<file path="src/rtl/afinador_pkg.sv">
// Constants and types shared by the FFT sample buffer blocks.
package afinador_pkg;
    localparam int NUM_BITS  = 10;
    localparam int MEM_SIZE  = 2048;
    localparam int ADDR_BITS = $clog2(MEM_SIZE);

    typedef enum logic [1:0] {ST_IDLE, ST_CAPTURE, ST_DRAIN} buf_state_t;
    typedef logic [NUM_BITS-1:0] sample_t;
endpackage

</file>
<file path="src/rtl/sample_buffer_ctrl_fifo.sv">
// Two-entry output FIFO carrying {data,last}; the head always sits in slot 0
// so the stream outputs come straight from registers.
module sbuf_out_fifo #(
    parameter int W = 10
) (
    input  logic         clk,
    input  logic         rst,
    input  logic         push,
    input  logic [W-1:0] push_data,
    input  logic         push_last,
    input  logic         pop,
    output logic [1:0]   occ,
    output logic         head_valid,
    output logic [W-1:0] head_data,
    output logic         head_last
);
    logic [W-1:0] data0, data1;
    logic         last0, last1;
    logic         pop_ok;

    assign pop_ok     = pop && (occ != 2'd0);
    assign head_valid = (occ != 2'd0);
    assign head_data  = data0;
    assign head_last  = last0;

    always_ff @(posedge clk or posedge rst) begin
        if (rst) begin
            occ   <= 2'd0;
            data0 <= '0;
            data1 <= '0;
            last0 <= 1'b0;
            last1 <= 1'b0;
        end else begin
            case ({push, pop_ok})
                2'b10: begin
                    if (occ == 2'd0) begin
                        data0 <= push_data;
                        last0 <= push_last;
                    end else begin
                        data1 <= push_data;
                        last1 <= push_last;
                    end
                    occ <= occ + 2'd1;
                end
                2'b01: begin
                    data0 <= data1;
                    last0 <= last1;
                    occ   <= occ - 2'd1;
                end
                2'b11: begin
                    // Simultaneous push/pop: occupancy unchanged, the queue shifts.
                    if (occ == 2'd1) begin
                        data0 <= push_data;
                        last0 <= push_last;
                    end else begin
                        data0 <= data1;
                        last0 <= last1;
                        data1 <= push_data;
                        last1 <= push_last;
                    end
                end
                default: ;
            endcase
        end
    end
endmodule

</file>
<file path="src/rtl/sample_buffer_ctrl.sv">
// Captures one ADC frame into the sample memory, then streams it back in
// address order to the FFT over valid/ready with credit-based read issue.
module sample_buffer_ctrl import afinador_pkg::*; #(
    parameter int NUM_BITS  = afinador_pkg::NUM_BITS,
    parameter int MEM_SIZE  = afinador_pkg::MEM_SIZE,
    parameter int ADDR_BITS = $clog2(MEM_SIZE)
) (
    input  logic                 clk,
    input  logic                 rst,
    input  logic                 start,
    input  logic                 sample_valid,
    input  logic [NUM_BITS-1:0]  sample_data,
    output logic                 mem_we,
    output logic [ADDR_BITS-1:0] mem_addr,
    output logic [NUM_BITS-1:0]  mem_din,
    input  logic [NUM_BITS-1:0]  mem_dout,
    output logic                 out_valid,
    output logic [NUM_BITS-1:0]  out_data,
    output logic                 out_last,
    input  logic                 out_ready,
    output logic                 busy,
    output logic                 done
);
    localparam logic [ADDR_BITS-1:0] LAST_ADDR = ADDR_BITS'(MEM_SIZE - 1);

    buf_state_t           state;
    logic [ADDR_BITS-1:0] wr_cnt, rd_cnt;
    logic                 rd_done, inflight, inflight_last;
    logic [1:0]           occ;
    logic                 pop, issue, rd_at_last;

    assign pop        = out_valid & out_ready;
    assign rd_at_last = (rd_cnt == LAST_ADDR);
    // A read may issue only if the FIFO will still have room when its data returns.
    assign issue = (state == ST_DRAIN) && !rd_done &&
                   (({1'b0, occ} + {2'b00, inflight}) < (3'd2 + {2'b00, pop}));

    always_comb begin
        mem_we   = 1'b0;
        mem_addr = '0;
        mem_din  = '0;
        case (state)
            ST_CAPTURE: begin
                mem_we   = sample_valid;
                mem_addr = wr_cnt;
                mem_din  = sample_data;
            end
            ST_DRAIN: mem_addr = issue ? rd_cnt : '0;
            default: ;
        endcase
    end

    always_ff @(posedge clk or posedge rst) begin
        if (rst) begin
            state         <= ST_IDLE;
            wr_cnt        <= '0;
            rd_cnt        <= '0;
            rd_done       <= 1'b0;
            inflight      <= 1'b0;
            inflight_last <= 1'b0;
            busy          <= 1'b0;
            done          <= 1'b0;
        end else begin
            done          <= 1'b0;
            inflight      <= issue;
            inflight_last <= issue && rd_at_last;
            if (issue) begin
                rd_cnt <= rd_cnt + ADDR_BITS'(1);
                if (rd_at_last) rd_done <= 1'b1;
            end
            case (state)
                ST_IDLE: begin
                    if (start) begin
                        state  <= ST_CAPTURE;
                        busy   <= 1'b1;
                        wr_cnt <= '0;
                    end
                end
                ST_CAPTURE: begin
                    if (sample_valid) begin
                        wr_cnt <= wr_cnt + ADDR_BITS'(1);
                        if (wr_cnt == LAST_ADDR) begin
                            state   <= ST_DRAIN;
                            rd_cnt  <= '0;
                            rd_done <= 1'b0;
                        end
                    end
                end
                ST_DRAIN: begin
                    if (pop && out_last) begin
                        state <= ST_IDLE;
                        busy  <= 1'b0;
                        done  <= 1'b1;
                    end
                end
                default: state <= ST_IDLE;
            endcase
        end
    end

    sbuf_out_fifo #(.W(NUM_BITS)) u_fifo (
        .clk        (clk),
        .rst        (rst),
        .push       (inflight),
        .push_data  (mem_dout),
        .push_last  (inflight_last),
        .pop        (pop),
        .occ        (occ),
        .head_valid (out_valid),
        .head_data  (out_data),
        .head_last  (out_last)
    );
endmodule

</file>
<file path="config.mk">
export PLATFORM = sky130hd
export DESIGN_NAME = sample_buffer_ctrl
export DESIGN_NICKNAME = d
export VERILOG_FILES = /design/src/rtl/afinador_pkg.sv /design/src/rtl/sample_buffer_ctrl_fifo.sv /design/src/rtl/sample_buffer_ctrl.sv
export SDC_FILE = /design/constraint.sdc
export NUM_CORES = 1
export LEC_CHECK = 0
export ABC_AREA = 1
export CAP_MARGIN = 0
export CORE_MARGIN = 10
export CORE_UTILIZATION = 45
export DETAILED_ROUTE_END_ITERATION = 7
export MAX_ROUTING_LAYER = met4
export PLACE_DENSITY = 0.76
export SYNTH_ARGS = -nofsm -noshare
export SYNTH_HDL_FRONTEND = slang
export SYNTH_SLANG_ARGS = --single-unit
</file>
<file path="constraint.sdc">
create_clock -name clk -period 6.25 [get_ports clk]
set_input_delay 1.875 -clock clk [delete_from_list [all_inputs] [get_ports clk]]
set_output_delay 1.875 -clock clk [all_outputs]
set_load 0.05 [all_outputs]
</file>
Yosys cells after proc, flatten, opt, wreduce, memory -nomap -nowiden
Cells that the tools add are included.
{"block": "totals", "elab_cells": 94, "ff_bits": 53}
{"block": "op_classes", "n_eq_ne": 15, "n_lt_le_gt_ge": 1, "addsub": 6, "n_bitwise": 1, "reduce_logical": 19, "n_mux": 39}
{"op": "$mux 11", "n": 7}
{"op": "$mux 10", "n": 5}
{"op": "$pmux 11 s2", "n": 2}
{"op": "$pmux 10 s3", "n": 1}
{"op": "$add 11x1->11 const B", "n": 2}
{"op": "$eq 11x11->1 const B", "n": 2}
{"op": "$pmux 10 s2", "n": 1}
{"op": "$mux 1", "n": 14}
{"op": "$ne 2x2->1 const B", "n": 5}
{"op": "$reduce_bool 2->1", "n": 5}
{"op": "$reduce_and 3->1", "n": 3}
{"op": "$mux 2", "n": 4}
{"op": "$eq 2x1->1 const B", "n": 3}
{"op": "$eq 2x2->1 const B", "n": 3}
{"op": "$pmux 2 s3", "n": 1}
{"op": "$logic_and 1x1->1", "n": 5}
{"op": "$logic_not 2->1", "n": 2}
{"op": "$ne 2x1->1 const B", "n": 2}
{"op": "$pmux 1 s2", "n": 2}
{"op": "$pmux 2 s2", "n": 1}
{"op": "$reduce_and 4->1", "n": 1}
{"op": "$add 2x1->3", "n": 1}
{"op": "$add 2x1->3 const A", "n": 1}
{"op": "$lt 3x3->1", "n": 1}
{"op": "7 further kinds", "n": 7}

Depth between registers and ports, before layout
Gate-level depths: netlist (run 1).
{"block": "logic_depth", "ltp_word": 9, "mapped_depth": 12, "depth_no_buf": 12}

Modules after synthesis
A second synthesis (run 1) with hierarchy kept.
{"block": "unflattened", "cells_unflattened": 449, "hier_area_um2": 3219.3}
{"mod": "sample_buffer_ctrl", "seq_area_each_um2": 725.7, "cells_per_inst": 284, "area_per_inst_um2": 1968.1, "instances": 1}
{"mod": "sbuf_out_fifo", "seq_area_each_um2": 600.6, "cells_per_inst": 165, "area_per_inst_um2": 1251.2, "instances": 1}

Worst setup path after synthesis (run 1)
Ideal clock, no wire load.
{"block": "synth_timing", "kind": "in2out", "from": "input out_ready", "to": "output mem_addr[5]", "n_path_buf": 1, "stages": 5, "setup_slack_ps": 1224, "t_arrival_ps": 3151, "cell_sequence": "nand3_2 -> a21oi_4 -> buf_4 -> nand2_1 -> a21oi_1"}
{"block": "synth_between", "elab_chain_len": 6}
{"item": "start, declared", "line_no": "sample_buffer_ctrl.sv:20", "rtl": "input logic out_ready,"}
{"item": "$and 1x1->1", "line_no": "sample_buffer_ctrl.sv:32", "rtl": "assign pop = out_valid & out_ready;"}
{"item": "$add 2x1->3", "line_no": "sample_buffer_ctrl.sv:36", "rtl": "(({1'b0, occ} + {2'b00, inflight}) < (3'd2 + {2'b00, pop}));"}
{"item": "$lt 3x3->1", "line_no": "sample_buffer_ctrl.sv:36"}
{"item": "$logic_and 1x1->1", "line_no": "sample_buffer_ctrl.sv:35", "rtl": "assign issue = (state == ST_DRAIN) && !rd_done &&"}
{"item": "named net issue", "line_no": "sample_buffer_ctrl.sv:30", "rtl": "logic pop, issue, rd_at_last;"}
{"item": "$mux 11", "line_no": "sample_buffer_ctrl.sv:48", "rtl": "ST_DRAIN: mem_addr = issue ? rd_cnt : '0;"}
{"item": "$pmux 11 s2", "line_no": "sample_buffer_ctrl.sv:42", "rtl": "case (state)"}
{"item": "end, declared", "line_no": "sample_buffer_ctrl.sv:14", "rtl": "output logic [ADDR_BITS-1:0] mem_addr,"}
The timed path passes the listed nets, and every way through them passes these cells.

Worst setup path after layout (run 1)
{"block": "layout_timing", "from": "input out_ready", "to": "output mem_addr[0]"}
{"block": "layout_between", "elab_chain_len": 6}
{"item": "$and 1x1->1", "line_no": "sample_buffer_ctrl.sv:32"}
{"item": "$add 2x1->3", "line_no": "sample_buffer_ctrl.sv:36"}
{"item": "$lt 3x3->1", "line_no": "sample_buffer_ctrl.sv:36"}
{"item": "$logic_and 1x1->1", "line_no": "sample_buffer_ctrl.sv:35"}
{"item": "$mux 11", "line_no": "sample_buffer_ctrl.sv:48"}
{"item": "$pmux 11 s2", "line_no": "sample_buffer_ctrl.sv:42"}
Every way passes these cells.

==> flow_summary.json, run 1 <==
{
  "end_kind": "output port",
  "overflow": 0,
  "rr_worst_depth": 12,
  "seqCellArea_mm2": 0.00133,
  "initial_core_util_pct": 46.4,
  "power_switching_share_pct": 47.1,
  "wire_per_inst_um": 13.2,
  "synthesis.nets": 461,
  "synth_edf_count": 0,
  "cts_setup_buffers": 0,
  "cts-htree-levels": 2,
  "crit_type": "in -> out",
  "worst-path-max-fanout": 3,
  "rsz0062_at_grt": "no",
  "drc_errors": 0,
  "synthArstFlopShare_pct": 100,
  "p_sw_uw": 625,
  "power.share.sequential_pct": 33.2,
  "worstPathCellList": "clkdlybuf4s50_1 -> nand3_2 -> a21oi_1 -> ha_1 -> nand2_1 -> a21oi_1 -> clkdlybuf4s50_1",
  "first_global_vias": 2854,
  "crit_required_ns": 4.38,
  "cts.sinks": 53,
  "clk_path_buf_depth": 2,
  "maxCapViolCount": 0,
  "num_rows": 30,
  "hold_buffers": 0,
  "tns_ns": 0,
  "ir_worst_vdd_uv": 179,
  "core-area_mm2": 0.00683,
  "die_area_mm2": 0.0108,
  "syn-instance-count": 423,
  "clockPowerShare_pct": 15.3,
  "cp_data_arrival_time_ns": 3.93,
  "yosysSeqAreaShare_pct": 41.9,
  "finish.net_count": 519,
  "die_y_um": 104,
  "grt_pass1_wl_mm": 12.9,
  "viasPerCell": 4.99,
  "drive_gt1_share_pct": 10.2,
  "worstSetupPathDepth": 7,
  "syn_area_mm2": 0.00317,
  "whs_path_depth": 2,
  "startpoint_type": "input pin",
  "power_density_mw_per_mm2": 339,
  "synth-seq-cells": 53,
  "path_buf_inv": 2,
  "run_status": "complete, no violations",
  "multi_input_area_mm2": 0.00153,
  "die_w_um": 104,
  "finalNonFillerCells": 578,
  "setup_violations": 0,
  "num_vias": 2885,
  "period_share_pct": 92.9,
  "p_comb_share_pct": 51.5,
  "internal-power_uw": 702,
  "cts_tree": "done",
  "cts_inserted_buffers": 5,
  "fmax_mhz": 172,
  "place.gp.congestion": 0.937,
  "antenna_cells": 0,
  "firstDrtPassIters": 4,
  "syn_area_per_cell_um2": 7.49,
  "clkTransAtPathRegs_ns": 0.10,
  "yosysWarnings": 0,
  "crit_family": "buffers and inverters",
  "max-slew-margin-rel_pct": 51.6,
  "fin_skew_ns": 0.00666,
  "wl_mm": 7.64,
  "clock_latency_ns": 0.31,
  "final_hold_viol_count": 0,
  "fill_cells": 620,
  "power.leakage_uw": 0.00182,
  "slew_violations": 0,
  "worst-slew-pin-transition_ns": 0.724,
  "antenna_left": 0,
  "track_usage_pct": 14.1,
  "cpMaxStageDelayCell": "clkdlybuf4s50_1",
  "placed_cells": 570,
  "first_iter_violations": 145,
  "grt_max_degree": 54,
  "antenna_found_initial": 0,
  "dp_hpwl_mm": 5.69,
  "root_buffer": "clkbuf_8",
  "io_pins": 61,
  "cts.repair.resized": 0,
  "critPathMaxStageDelay_ns": 0.85,
  "hp-class": "reg -> reg",
  "netlist-cell-type-count": 36,
  "portBuffers": 60,
  "area_delta_synth_final_pct": 23.6,
  "synthFlopType": "dfrtp_1",
  "period_minus_slack_ns": 5.81
}
[per-layer routing]
| metal | wire length [µm] | GRT usage, % |
|---|---|---|
| met1 | 3650 | 18.6 |
| met2 | 3410 | 21.0 |
| met3 | 506 | 3.53 |
| met4 | 76 | 4.17 |
| met5 | 0 | - |
[registers in the layout (all words and copies together), names as in the netlist]
signal	cells
u_fifo.last1	1
wr_cnt	11
u_fifo.data1	10
inflight	1
u_fifo.head_data	10
u_fifo.occ	2
rd_done	1
done	1
busy	1
state	2
inflight_last	1
rd_cnt	11
u_fifo.head_last	1
[logic make-up after synthesis]
kind of cell / Yosys count / synth area share [%]
buffers and inverters: 76 / 9.80
XOR/XNOR: 5 / 1.38
AO/OA/AOI/OAI: 78 / 14.4
adder cells (fa/ha/maj): 13 / 5.14
flip-flops: 53 / 41.9
AND/OR/NAND/NOR: 198 / 27.4
[stage by stage]
| step | setup WS, ns | hold slack (ns) | area (µm²) | util (%) | total power, µW |
|---|---|---|---|---|---|
| floorplan | 1.22 | 0.447 | 3170 | - | 932 |
| finish | 0.444 | 0.491 | 3910 | 57.3 | 1330 |
| detailed placement | 0.433 | 0.470 | 3820 | 55.9 | 1140 |
| global route | 0.341 | 0.516 | 3910 | 57.3 | 1410 |
| global placement | 0.439 | 0.462 | 3820 | 55.9 | 1120 |
| CTS | 0.429 | 0.494 | 3910 | 57.3 | 1340 |
[power groups by stage]
stage	sequential [µW]	combinational, µW	clock (µW)
final	440	684	203
after global placement	446	678	0
after detailed placement	448	690	0
after CTS	441	693	208
after global routing	448	737	221
after floorplan	568	364	0
[worst min-delay path: stages, from the launching register on]
cell	delay (ns)
dfrtp_1	0.35
nand2_1	0.05
o21ai_0	0.06
[final cells by class]
type / instances / area share [%]
well taps: 96 / 3.07
inverters: 63 / 6.04
clock inverters: 3 / 0.671
flip-flops and latches: 53 / 33.9
multi-input cells: 294 / 39.1
repair buffers: 64 / 15.5
clock buffers: 5 / 1.76
[synthesized netlist by cell type (3+ instances only)]
cell type  count  share of area [%]
a21oi_1       24                3.8
a31oi_1       11                2.2
buf_2          5               0.79
clkbuf_1       5               0.59
dfrtp_1       53                 42
ha_1          13                5.1
inv_1         61                7.2
nand2_1      110                 13
nand2_2        3               0.59
nand3_1       13                2.1
nand4_1       10                2.0
nor2_1        40                4.7
o21ai_0       31                4.9
or2_2         11                2.2
xor2_1         3               0.83
[worst paths after layout]
check,from,to,slack (ns)
hold / removal,u_fifo.data1[5]$_DFFE_PP0P_,u_fifo.data1[5]$_DFFE_PP0P_,0.49
hold reg to reg,u_fifo.data1[5]$_DFFE_PP0P_,u_fifo.data1[5]$_DFFE_PP0P_,0.49
max in group asynchronous,rst,wr_cnt[8]$_DFFE_PP0P_,3.74
setup / recovery,out_ready,mem_addr[0],0.44
setup reg to reg,u_fifo.occ[0]$_DFFE_PP0P_,u_fifo.data1[7]$_DFFE_PP0P_,3.46
min in group asynchronous,rst,busy$_DFFE_PP0P_,2.05
[cell usage in the layout, fill, tap and decap left out, types with 3 or more instances in the layout]
| master | netlist | layout |
|---|---|---|
| xor2_1 | 3 | 3 |
| clkbuf_8 | 0 | 5 |
| nand2_1 | 110 | 110 |
| a31oi_1 | 11 | 11 |
| o21ai_0 | 31 | 31 |
| dfrtp_1 | 53 | 53 |
| ha_1 | 13 | 13 |
| nand3_1 | 13 | 13 |
| or2_2 | 11 | 11 |
| a21oi_1 | 24 | 24 |
| nand2_2 | 3 | 3 |
| nor2_1 | 40 | 40 |
| buf_4 | 1 | 14 |
| inv_1 | 61 | 60 |
| clkdlybuf4s50_1 | 0 | 50 |
| nand4_1 | 10 | 10 |
Note: power is estimated with default switching activity, not from simulation.
==> inputs of run 2 (changes only) <==
--- a/config.mk
+++ b/config.mk
@@ -11,7 +11,7 @@
 export CORE_UTILIZATION = 45
 export DETAILED_ROUTE_END_ITERATION = 7
 export MAX_ROUTING_LAYER = met4
-export PLACE_DENSITY = 0.76
+export PLACE_DENSITY = 0.81
 export SYNTH_ARGS = -nofsm -noshare
 export SYNTH_HDL_FRONTEND = slang
 export SYNTH_SLANG_ARGS = --single-unit
==> run 2 against run 1 <==
Net effect:
- first-iteration DRC count shrank 20%
- cell area shrank 0.13%
- flip-flop and latch count is the same
- hold slack lost 0.0028 ns
- non-clock buffer count is the same
- critical path depth is the same
- largest power group unchanged
- highest routed layer unchanged
==> flow_summary.json, run 2 (synthesis results as in run 1) <==
{
  "dp_hpwl_mm": 5.78,
  "grt_pass1_wl_mm": 13.4,
  "maxCapViolCount": 0,
  "period_share_pct": 93.4,
  "wire_per_inst_um": 13.2,
  "finalPower_uw": 1330,
  "hp-class": "reg -> reg",
  "power_density_mw_per_mm2": 340,
  "first_iter_violations": 116,
  "slew_violations": 0,
  "seqCellArea_mm2": 0.00133,
  "final_cell_mix": "nand2_1, inv_1, dfrtp_1",
  "cts.repair.resized": 0,
  "die_y_um": 104,
  "max-slew-margin-rel_pct": 26.9,
  "setup_violations": 0,
  "power.leakage_uw": 0.00182,
  "num_rows": 30,
  "die_w_um": 104,
  "critPathMaxStageDelay_ns": 0.87,
  "antenna_left": 0,
  "cts.sinks": 53,
  "clock_latency_ns": 0.31,
  "crit_family": "buffers and inverters",
  "period_minus_slack_ns": 5.84,
  "final_common_cell": "nand2_1",
  "multi_input_area_mm2": 0.00153,
  "placed_cells": 570,
  "cpMaxStageDelayCell": "clkdlybuf4s50_1",
  "hold_buffers": 0,
  "finalNonFillerCells": 578,
  "cts-htree-levels": 2,
  "cts_tree": "done",
  "path_buf_inv": 2,
  "grt_max_degree": 54,
  "track_usage_pct": 14.7,
  "initial_core_util_pct": 46.4,
  "root_buffer": "clkbuf_8",
  "overflow": 0,
  "firstDrtPassIters": 4,
  "wl_mm": 7.61,
  "startpoint_type": "input pin",
  "run_status": "complete, no violations",
  "worst-slew-pin-transition_ns": 1.10,
  "ir_worst_vdd_uv": 172,
  "first_global_vias": 2875,
  "rsz0062_at_grt": "no",
  "crit_type": "in -> out",
  "portBuffers": 60,
  "fin_skew_ns": 0.00865,
  "io_pins": 61,
  "area_delta_synth_final_pct": 23.4,
  "cp_data_arrival_time_ns": 3.96,
  "cts_setup_buffers": 0,
  "tns_ns": 0,
  "place.gp.congestion": 0.887,
  "drc_errors": 0,
  "end_kind": "output port",
  "crit_required_ns": 4.38,
  "antenna_found_initial": 0,
  "drive_gt1_share_pct": 10.2,
  "final_hold_viol_count": 0,
  "cts_inserted_buffers": 5,
  "worst-path-max-fanout": 3,
  "die_area_mm2": 0.0108,
  "fmax_mhz": 171,
  "fill_cells": 617,
  "antenna_cells": 0,
  "finish.net_count": 519,
  "clk_path_buf_depth": 2,
  "clkTransAtPathRegs_ns": 0.11,
  "core-area_mm2": 0.00683,
  "viasPerCell": 5.00,
  "top_regs": "rd_cnt: 11 flops, wr_cnt: 11 flops",
  "worstPathCellList": "clkdlybuf4s50_1 -> nand3_2 -> a21oi_1 -> ha_1 -> nand2_1 -> a21oi_1 -> clkdlybuf4s50_1",
  "num_vias": 2890
}
## run 2: cell types whose count changed in the layout (fill, tap and decap cells not counted)
cell        previous run  this run
clkinvlp_4             2         1
clkinv_2               0         1
inv_8                  1         0
inv_6                  0         1
## run 2: tightest hold or removal path, delay by kind of cell (launching register included)
family | cells | cell delay (ns)
AOI/OAI and AO/OA | 1 | 0.06
DFF | 1 | 0.35
and+or+nand+nor | 1 | 0.05
## run 2: layout make-up
type | instances | share of cell area (%)
timing repair buffer | 64 | 15.5
sequential | 53 | 33.9
clock buffer | 5 | 1.76
multi-input combinational | 294 | 39.1
tap | 96 | 3.07
clock inverter | 3 | 0.544
inverter | 63 | 6.05
## run 2: worst paths after layout
kind                                             start                         endpoint  slack (ns)  cells after the start
max                                          out_ready                      mem_addr[0]        0.41                      7
max reg2reg                  u_fifo.occ[0]$_DFFE_PP0P_  u_fifo.head_data[3]$_DFFE_PP0P_        3.78                     10
min                        u_fifo.data1[2]$_DFFE_PP0P_      u_fifo.data1[2]$_DFFE_PP0P_        0.49                      2
max in group asynchronous                          rst              rd_cnt[6]$_DFF_PP0_        3.42                      2
min reg2reg                u_fifo.data1[2]$_DFFE_PP0P_      u_fifo.data1[2]$_DFFE_PP0P_        0.49                      2
min in group asynchronous                          rst                 busy$_DFFE_PP0P_        2.15                      2
## run 2: power breakdown
part	switching, µW	internal [µW]	leakage, µW
combinational	461	222	0.00110
sequential	42.4	400	0.000679
clock	123	79.9	0.0000445
total	626	701	0.00182
## run 2: per-stage QoR
step	instance area (µm²)	util [%]	worst slack (ns)	hold WS, ns
floorplan	3170	-	1.22	0.447
global placement	3820	55.9	0.438	0.462
detailed placement	3820	55.9	0.419	0.468
CTS	3910	57.2	0.399	0.494
global route	3910	57.2	0.310	0.509
finish	3910	57.2	0.413	0.488
## run 2: layer usage
metal,track usage [%],part of all wire [%],vias to the layer above
met1,18.1,46,1343
met4,3.68,1.0,0
li1,-,-,1460
met2,23.5,48,79
met5,-,0,-
met3,3.90,4.6,8
